File: config.mk
export PLATFORM = sky130hd
export DESIGN_NAME = boot_sequencer
export DESIGN_NICKNAME = d
export VERILOG_FILES = /design/src/rtl/boot_pkg.sv /design/src/rtl/boot_watchdog.sv /design/src/rtl/boot_sequencer.sv
export SDC_FILE = /design/constraint.sdc
export NUM_CORES = 1
export LEC_CHECK = 0
export ABC_AREA = 1
export CORE_UTILIZATION = 50
export CTS_BUF_LIST = sky130_fd_sc_hd__clkbuf_2
export DETAILED_ROUTE_END_ITERATION = 8
export PLACE_DENSITY = 0.75
export SLEW_MARGIN = 30
export SYNTH_ARGS = -nofsm -noshare
export SYNTH_HDL_FRONTEND = slang
export SYNTH_SLANG_ARGS = --single-unit
File: constraint.sdc
create_clock -name clk -period 2.5 [get_ports clk]
set_clock_uncertainty 0.05 [all_clocks]
set_input_delay 0.5 -clock clk [delete_from_list [all_inputs] [get_ports clk]]
set_output_delay 0.5 -clock clk [all_outputs]
set_load 0.05 [all_outputs]
File: src/rtl/boot_pkg.sv
// Shared boot state encoding and default parameters.
// The UART controller and the debug LEDs import this package as well.
package boot_pkg;

    typedef enum logic [2:0] {
        StFlush  = 3'd0,
        StIdle   = 3'd1,
        StTx99   = 3'd2,
        StRxSize = 3'd3,
        StRxProg = 3'd4,
        StTxAa   = 3'd5,
        StRun    = 3'd6,
        StError  = 3'd7
    } boot_state_t;

    localparam int unsigned DefaultResetHoldCycles = 4;
    localparam int unsigned DefaultRxTimeoutCycles = 100_000_000;
    localparam bit          DefaultAutoStart       = 1'b1;

endpackage

File: src/rtl/boot_watchdog.sv
// Receive-inactivity watchdog: counts idle cycles while enabled and flags expiry.
// A zero timeout removes the expiry path entirely.
module boot_watchdog
    import boot_pkg::*;
#(
    parameter int unsigned RX_TIMEOUT_CYCLES = DefaultRxTimeoutCycles
) (
    input  logic clk,
    input  logic reset_n,
    input  logic enable,
    input  logic clear,
    output logic expire
);

    logic [31:0] count_q, count_d;

    always_comb begin
        count_d = count_q;
        if (!enable || clear) begin
            count_d = '0;
        end else begin
            count_d = count_q + 32'd1;
        end
    end

    always_ff @(posedge clk or negedge reset_n) begin
        if (!reset_n) begin
            count_q <= '0;
        end else begin
            count_q <= count_d;
        end
    end

    generate
        if (RX_TIMEOUT_CYCLES == 0) begin : g_disabled
            assign expire = 1'b0;
        end else begin : g_enabled
            localparam logic [31:0] Limit = 32'(RX_TIMEOUT_CYCLES - 1);
            // A kick or phase completion in the last cycle pre-empts expiry.
            assign expire = enable && !clear && (count_q == Limit);
        end
    endgenerate

endmodule

File: src/rtl/boot_sequencer.sv
// Boot controller: sequences the UART program-load handshake, then hands the link
// to the running CPU. Owns the UART reset, CPU run enable, watchdog and reboot.
module boot_sequencer
    import boot_pkg::*;
#(
    parameter int unsigned RESET_HOLD_CYCLES = DefaultResetHoldCycles,
    parameter int unsigned RX_TIMEOUT_CYCLES = DefaultRxTimeoutCycles,
    parameter bit          AUTO_START        = DefaultAutoStart
) (
    input  logic       clk,
    input  logic       reset_n,
    input  logic       boot_start,
    input  logic       rx_byte_strobe,
    input  logic       transmit_0x99_finished,
    input  logic       receive_program_data_size_finished,
    input  logic       receive_program_data_finished,
    input  logic       transmit_0xAA_finished,
    output logic       uart_reset_n,
    output logic       transmit_0x99,
    output logic       receive_program_data_size,
    output logic       receive_program_data,
    output logic       transmit_0xAA,
    output logic       receive_stdin_data,
    output logic       transmit_stdout_data,
    output logic       cpu_run,
    output logic       boot_error,
    output logic [2:0] boot_state
);

    localparam logic [2:0] S_FLUSH   = StFlush;
    localparam logic [2:0] S_IDLE    = StIdle;
    localparam logic [2:0] S_TX_99   = StTx99;
    localparam logic [2:0] S_RX_SIZE = StRxSize;
    localparam logic [2:0] S_RX_PROG = StRxProg;
    localparam logic [2:0] S_TX_AA   = StTxAa;
    localparam logic [2:0] S_RUN     = StRun;
    localparam logic [2:0] S_ERROR   = StError;

    localparam int unsigned      HoldW    = $clog2(RESET_HOLD_CYCLES + 1);
    localparam logic [HoldW-1:0] HoldLast = HoldW'(RESET_HOLD_CYCLES - 1);

    logic [2:0]       state_q, state_d;
    logic [HoldW-1:0] hold_q, hold_d;
    logic             run_q, run_d;
    logic             error_q, error_d;
    logic             wd_enable, wd_clear, wd_expire, phase_done;

    // Completion of the current receive phase also restarts the watchdog for the next one.
    assign wd_enable  = (state_q == S_RX_SIZE) || (state_q == S_RX_PROG);
    assign phase_done = ((state_q == S_RX_SIZE) && receive_program_data_size_finished) ||
                        ((state_q == S_RX_PROG) && receive_program_data_finished);
    assign wd_clear   = rx_byte_strobe || phase_done;

    boot_watchdog #(
        .RX_TIMEOUT_CYCLES(RX_TIMEOUT_CYCLES)
    ) u_watchdog (
        .clk    (clk),
        .reset_n(reset_n),
        .enable (wd_enable),
        .clear  (wd_clear),
        .expire (wd_expire)
    );

    always_comb begin
        state_d = state_q;
        case (state_q)
            S_FLUSH: begin
                if (hold_q == HoldLast) state_d = S_IDLE;
            end
            S_IDLE: begin
                if (AUTO_START || boot_start) state_d = S_TX_99;
            end
            S_TX_99: begin
                if (transmit_0x99_finished) state_d = S_RX_SIZE;
            end
            S_RX_SIZE: begin
                if (receive_program_data_size_finished) state_d = S_RX_PROG;
                else if (wd_expire) state_d = S_ERROR;
            end
            S_RX_PROG: begin
                if (receive_program_data_finished) state_d = S_TX_AA;
                else if (wd_expire) state_d = S_ERROR;
            end
            S_TX_AA: begin
                if (transmit_0xAA_finished) state_d = S_RUN;
            end
            S_RUN, S_ERROR: begin
                if (boot_start) state_d = S_FLUSH;
            end
            default: state_d = S_FLUSH;
        endcase
    end

    // Hold counter idles at zero so every FLUSH entry starts a fresh hold window.
    always_comb begin
        hold_d = '0;
        if ((state_q == S_FLUSH) && (hold_q != HoldLast)) begin
            hold_d = hold_q + 1'b1;
        end
    end

    assign run_d   = (state_d == S_RUN);
    assign error_d = (state_d == S_ERROR);

    always_ff @(posedge clk or negedge reset_n) begin
        if (!reset_n) begin
            state_q <= S_FLUSH;
            hold_q  <= '0;
            run_q   <= 1'b0;
            error_q <= 1'b0;
        end else begin
            state_q <= state_d;
            hold_q  <= hold_d;
            run_q   <= run_d;
            error_q <= error_d;
        end
    end

    // Requests drop combinationally with their flag so a phase is never re-issued.
    assign uart_reset_n              = (state_q != S_FLUSH);
    assign transmit_0x99             = (state_q == S_TX_99) && !transmit_0x99_finished;
    assign receive_program_data_size = (state_q == S_RX_SIZE) &&
                                       !receive_program_data_size_finished;
    assign receive_program_data      = (state_q == S_RX_PROG) && !receive_program_data_finished;
    assign transmit_0xAA             = (state_q == S_TX_AA) && !transmit_0xAA_finished;

    assign receive_stdin_data   = run_q;
    assign transmit_stdout_data = run_q;
    assign cpu_run              = run_q;
    assign boot_error           = error_q;
    assign boot_state           = state_q;

endmodule
==> flow_metrics.env, run 1 <==
export IMPL_drcViolationCount=0
export IMPL_cts_root_buffer="clkbuf_2"
export IMPL_wl_per_cell_um=13.0
export IMPL_synth_ff_type="dfrtp_1"
export IMPL_cts_setup_buffers=0
export IMPL_timing_rr_start="u_watchdog.count_q[0]"
export IMPL_synth_edf_count=0
export IMPL_grt_use_total=0.235
export IMPL_grt_first_pass_wirelength_um=9250
export IMPL_cts_buffers_inserted=5
export IMPL_ir_worst_vdd_mv=0.345
export IMPL_period_share=0.951
export IMPL_setup_tns_final_ns=0
export IMPL_syn_num_nets=350
export IMPL_antenna_cells=0
export IMPL_placed_cell_area_mm2=0.00277
export IMPL_cap_violations=0
export IMPL_ys_warnings_count=0
export IMPL_powerDensity_mw_per_mm2=691
export IMPL_clock_fmax_mhz=421
export IMPL_portBuffers=19
export IMPL_drtAntennaViolNets=0
export IMPL_r2r_setup_slack_ns=0.62
export IMPL_final_area_mm2=0.00285
export IMPL_grt_remaining_overflow=0
export IMPL_power_leakage_nw=1.18
export IMPL_syn_inst=339
export IMPL_vias_per_cell=5.16
export IMPL_num_nets_final=372
export IMPL_hold_violations=0
export IMPL_core_mm2=0.00475
export IMPL_syn_to_final_growth_pct=14.0
export IMPL_crit_required_ns=1.95
export IMPL_hold_start="hold_q[0]"
export IMPL_synth_seq_cells=40
export IMPL_hpwl_um=4310
export IMPL_setup_viol=0
export IMPL_pwr_share_comb=0.426
export IMPL_row_count=25
export IMPL_syn_area_mm2=0.00249
export IMPL_final_cells=429
export IMPL_multi_input_area_mm2=0.00128
export IMPL_antenna_found_initial=0
export IMPL_crit_type="flip-flop to output pin"
export IMPL_start_util=0.525
export IMPL_relSlewSlack=0.661
export IMPL_placed_cells=420
export IMPL_ys_seq_area_frac=0.401
export IMPL_grt_pass1_vias=1976
export IMPL_die_h_um=72.6
export IMPL_finalPower_w=0.00197
export IMPL_worstMarginPinSlew_ns=0.507
export IMPL_cts_tree="built"
export IMPL_die_w_um=72.6
export IMPL_grt_max_degree=41
export IMPL_clk_pin_slew_worst_paths_ns=0.21
export IMPL_htreeDepth=2
export IMPL_pwr_share_clk=0.196
export IMPL_status="finished clean"
export IMPL_clock_sinks=40
export IMPL_startpoint_type="flip-flop"
export IMPL_p_sw_frac=0.421
export IMPL_num_vias=2213
export IMPL_crit_fanout=8
export IMPL_worstSkewPairLatency_ns=0.43
export IMPL_min_path_type="flip-flop to flip-flop"
export IMPL_report_final_slew_viol_count=0
export IMPL_cts_buffer_depth=2
export IMPL_synth_async_reset_ratio=1.00
export IMPL_wl_um=5560
export IMPL_ys_types=29
export IMPL_seq_power_share=0.378
export IMPL_cp_data_arrival_time_ns=1.83
export IMPL_worst_setup_path_end_kind="output pin"
export IMPL_syn_area_per_cell_um2=7.36
export IMPL_crit_path_start="boot_state[2]"
export IMPL_p_int_w=0.00114
export IMPL_die_area_mm2=0.00528
export IMPL_pin_count=20
export IMPL_timing_final_crit_period_ns=2.38
export IMPL_regArea_mm2=0.00100
export IMPL_rsz0062_at_grt="no"
export IMPL_switchingPower_w=0.000829
export IMPL_fill_cells=444
export IMPL_first_pass_iters=5
export IMPL_drive_above_1_share=0.144
export IMPL_fin_hold_ws_ns=0.403
export IMPL_place_congestion=0.959
export IMPL_drt_iter0_drc=147
## power by group through the flow
stage               Sequential, W  Clock, W  Combinational, W
finish                   0.000744  0.000385          0.000838
global placement         0.000754         0          0.000838
detailed placement       0.000758         0          0.000847
floorplan                0.000877         0          0.000497
global route             0.000752  0.000425          0.000908
CTS                      0.000745  0.000397          0.000842
## cells in the mapped netlist (2+ instances only)
cell type | count | area (um2)
nand2_2 | 12 | 75.1
o21ai_0 | 11 | 55.1
nand4_1 | 9 | 56.3
ha_1 | 3 | 37.5
buf_6 | 2 | 22.5
buf_4 | 3 | 22.5
and3_1 | 2 | 12.5
nor2_4 | 4 | 45.0
dfrtp_1 | 40 | 1000
nor3_1 | 16 | 80.1
a31oi_1 | 3 | 18.8
nor2_2 | 7 | 43.8
nor3_2 | 2 | 20.0
nand3_2 | 3 | 30.0
nand3_1 | 13 | 65.1
nor2_1 | 70 | 263
inv_1 | 38 | 143
xor2_1 | 7 | 61.3
a21oi_1 | 9 | 45.0
inv_2 | 7 | 26.3
xnor2_1 | 6 | 52.6
nand2_1 | 65 | 244
## per-layer routing
metal / vias to the layer above / part of all wire / global-route usage
met1: 985 / 0.45 / 0.316
met4: 0 / 0.025 / 0.0959
met5: - / 0 / 0
met3: 13 / 0.077 / 0.0511
li1: 1120 / - / -
met2: 95 / 0.45 / 0.369
## final timing paths
kind	to	cells after the start
setup / recovery	boot_state[2]	2
hold / removal	hold_q[0]	1
setup reg to reg	u_watchdog.count_q[22]	10
hold reg to reg	hold_q[0]	1
max in group asynchronous	u_watchdog.count_q[20]	2
min in group asynchronous	u_watchdog.count_q[9]	2
## sequential cells by signal, indices dropped and copies added (netlist names)
signal,flops
boot_error,1
boot_state,3
cpu_run,1
u_watchdog.count_q,32
hold_q,3
## worst max-delay path, stage by stage, from the launching register on
cell and delay [ns]:
dfrtp_1 0.42, buf_4 0.17, clkdlybuf4s50_1 0.81
## area by class of cell
type	count	area share
Clock buffer	5	0.00880
Multi-Input combinational cell	248	0.450
Inverter	45	0.0594
Sequential cell	40	0.352
Clock inverter	3	0.0150
Timing Repair Buffer	21	0.0858
Tap cell	67	0.0295
## timing repair
| item | 4_1_cts | 5_1_grt |
|---|---|---|
| hold buffers | 0 | 1 |
| endpoints found under the hold margin | 0 | 24 |
| endpoints found under the setup margin | 1 | 0 |
| gates resized for setup | 1 | 0 |
## through the flow
stage / util / setup slack, ns
final: 0.598 / 0.123
after global routing: 0.598 / 0.0187
after CTS: 0.596 / 0.119
after detailed placement: 0.582 / 0.398
after global placement: 0.582 / 0.457
after floorplan: - / 0.235
## cell families after synthesis
| logic type | after synthesis | synth area share |
|---|---|---|
| simple gates | 205 | 0.388 |
| buf+inv | 51 | 0.0878 |
| flops | 40 | 0.401 |
| compound gates | 27 | 0.0627 |
| xor+xnor | 13 | 0.0456 |
| fa+ha+maj | 3 | 0.0150 |
## cell usage in the layout (no fill, tap or decap), drive strengths merged
master         count
dlygate4sd3        1
inv               45
clkinv             2
a21oi             10
nand3             16
ha                 3
a221oi             1
nand2             77
and3               2
xor2               7
xnor2              6
nand4             10
a31oi              3
clkdlybuf4s50     13
nor3              18
dfrtp             40
o21ai             12
buf                6
nor2              82
clkbuf             5
dlygate4sd2        1
o21a               1
bufinv             1
No activity file was read; power rests on OpenSTA's default activity.
==> run 2, diff against run 1 <==
--- a/config.mk
+++ b/config.mk
@@ -9,6 +9,7 @@
 export CORE_UTILIZATION = 50
 export CTS_BUF_LIST = sky130_fd_sc_hd__clkbuf_2
 export DETAILED_ROUTE_END_ITERATION = 8
+export MAX_ROUTING_LAYER = met4
 export PLACE_DENSITY = 0.75
 export SLEW_MARGIN = 30
 export SYNTH_ARGS = -nofsm -noshare
==> flow_metrics.env, run 2 (synthesis gave the netlist of run 1 again) <==
export IMPL_drt_iter0_drc=194
export IMPL_place_congestion=0.979
export IMPL_die_area_mm2=0.00528
export IMPL_pwr_share_comb=0.450
export IMPL_grt_remaining_overflow=0
export IMPL_worst_setup_path_end_kind="output pin"
export IMPL_min_path_type="flip-flop to flip-flop"
export IMPL_startpoint_type="flip-flop"
export IMPL_largest_register="u_watchdog.count_q"
export IMPL_die_w_um=72.6
export IMPL_pwr_share_clk=0.149
export IMPL_fill_cells=452
export IMPL_cap_violations=0
export IMPL_vias_per_cell=5.17
export IMPL_p_int_w=0.00104
export IMPL_drive_above_1_share=0.144
export IMPL_portBuffers=19
export IMPL_regArea_mm2=0.00100
export IMPL_worstMarginPinSlew_ns=0.520
export IMPL_num_nets_final=372
export IMPL_syn_to_final_growth_pct=13.0
export IMPL_grt_pass1_vias=2042
export IMPL_final_cell_mix="nor2_1 (70), nand2_1 (65), dfrtp_1 (40)"
export IMPL_row_count=25
export IMPL_clock_sinks=40
export IMPL_crit_type="flip-flop to output pin"
export IMPL_drcViolationCount=0
export IMPL_antenna_cells=0
export IMPL_reg2regPathDepth=10
export IMPL_powerDensity_mw_per_mm2=658
export IMPL_worstSkewPairLatency_ns=0.41
export IMPL_first_pass_iters=4
export IMPL_cts_root_buffer="clkbuf_2"
export IMPL_fin_hold_ws_ns=0.394
export IMPL_final_common_cell="nor2_1"
export IMPL_switchingPower_w=0.000816
export IMPL_ir_worst_vdd_mv=0.399
export IMPL_cts_setup_buffers=0
export IMPL_report_final_slew_viol_count=0
export IMPL_cts_buffers_inserted=5
export IMPL_critPathCapture="boot_state[2]"
export IMPL_grt_use_total=0.248
export IMPL_timing_rr_start="u_watchdog.count_q[0]"
export IMPL_multi_input_area_mm2=0.00128
export IMPL_grt_max_degree=41
export IMPL_largest_reg_flops=32
export IMPL_p_sw_frac=0.440
export IMPL_power_leakage_nw=1.17
export IMPL_cp_data_arrival_time_ns=1.80
export IMPL_clk_pin_slew_worst_paths_ns=0.19
export IMPL_wl_per_cell_um=13.1
export IMPL_rsz0062_at_grt="no"
export IMPL_cts_buffer_depth=2
export IMPL_seq_power_share=0.401
export IMPL_die_h_um=72.6
export IMPL_start_util=0.525
export IMPL_core_mm2=0.00475
export IMPL_status="finished clean"
export IMPL_relSlewSlack=0.652
export IMPL_hold_violations=0
export IMPL_antenna_found_initial=0
export IMPL_crit_required_ns=1.95
export IMPL_r2r_setup_slack_ns=0.59
export IMPL_crit_fanout=8
export IMPL_wl_um=5610
export IMPL_period_share=0.940
export IMPL_htreeDepth=2
export IMPL_drtAntennaViolNets=0
export IMPL_r2r_end="u_watchdog.count_q[22]"
export IMPL_hpwl_um=4360
export IMPL_setup_viol=0
export IMPL_clock_fmax_mhz=426
export IMPL_crit_path_start="boot_state[2]"
export IMPL_timing_final_crit_period_ns=2.35
export IMPL_setup_tns_final_ns=0
export IMPL_cts_tree="built"
export IMPL_grt_first_pass_wirelength_um=9560
export IMPL_num_vias=2219
export IMPL_pin_count=20
-- run 2: layout make-up --
class | instances | area share
multi-input cells | 248 | 0.454
clock buffers | 6 | 0.0107
flip-flops and latches | 40 | 0.355
well taps | 67 | 0.0297
clock inverters | 2 | 0.00399
repair buffers | 21 | 0.0866
inverters | 45 | 0.0599
-- run 2: routing by layer --
metal,vias up,part of all wire,global-route usage
met5,-,0,-
met4,0,0.015,0.0784
met3,9,0.055,0.0414
met2,73,0.46,0.384
met1,1028,0.47,0.334
li1,1109,-,-
-- run 2: timing repair --
item                                    CTS  global route
endpoints found under the setup margin    1             0
resized for setup                         1             0
hold buffers                              0             1
endpoints found under the hold margin     0             8
-- run 2: power by group through the flow --
stage,registers [W],logic (W),clock network [W]
2_1_floorplan,0.000877,0.000497,0
3_3_place_gp,0.000754,0.000838,0
3_5_place_dp,0.000757,0.000846,0
4_1_cts,0.000744,0.000841,0.000290
5_1_grt,0.000752,0.000905,0.000308
6_report,0.000744,0.000836,0.000276
-- run 2: worst max-delay path, cell delays in order (launching register included) --
cell,delay [ns]
dfrtp_1,0.41
buf_4,0.17
clkdlybuf4s50_1,0.81
-- run 2: how the worst min path moves through the flow --
stage | startpoint | endpoint | slack, ns | cells after the start
2_1_floorplan | reset_n | boot_error | 0.15 | 0
3_3_place_gp | hold_q[0] | hold_q[0] | 0.37 | 1
3_5_place_dp | hold_q[0] | hold_q[0] | 0.37 | 1
4_1_cts | reset_n | u_watchdog.count_q[5] | 0.15 | 1
5_1_grt | hold_q[0] | hold_q[0] | 0.41 | 1
6_report | hold_q[0] | hold_q[0] | 0.39 | 1
-- run 2: metrics by stage --
stage / cell area, um2 / total power (W) / util / setup WS (ns) / std cells
final: 2820 / 0.00186 / 0.593 / 0.151 / 429
after global routing: 2820 / 0.00196 / 0.593 / 0.0713 / 429
after CTS: 2810 / 0.00188 / 0.590 / 0.139 / 428
after detailed placement: 2770 / 0.00160 / 0.582 / 0.419 / 420
after global placement: 2770 / 0.00159 / 0.582 / 0.457 / 420
after floorplan: 2500 / 0.00137 / - / 0.235 / 339
==> run 3, diff against run 2 <==
--- a/config.mk
+++ b/config.mk
@@ -6,6 +6,7 @@
 export NUM_CORES = 1
 export LEC_CHECK = 0
 export ABC_AREA = 1
+export ABC_CLOCK_PERIOD_IN_PS = 2500
 export CORE_UTILIZATION = 50
 export CTS_BUF_LIST = sky130_fd_sc_hd__clkbuf_2
 export DETAILED_ROUTE_END_ITERATION = 8
==> results of run 3 <==
No change in the layout: final DEF, timing and power equal those of run 2.
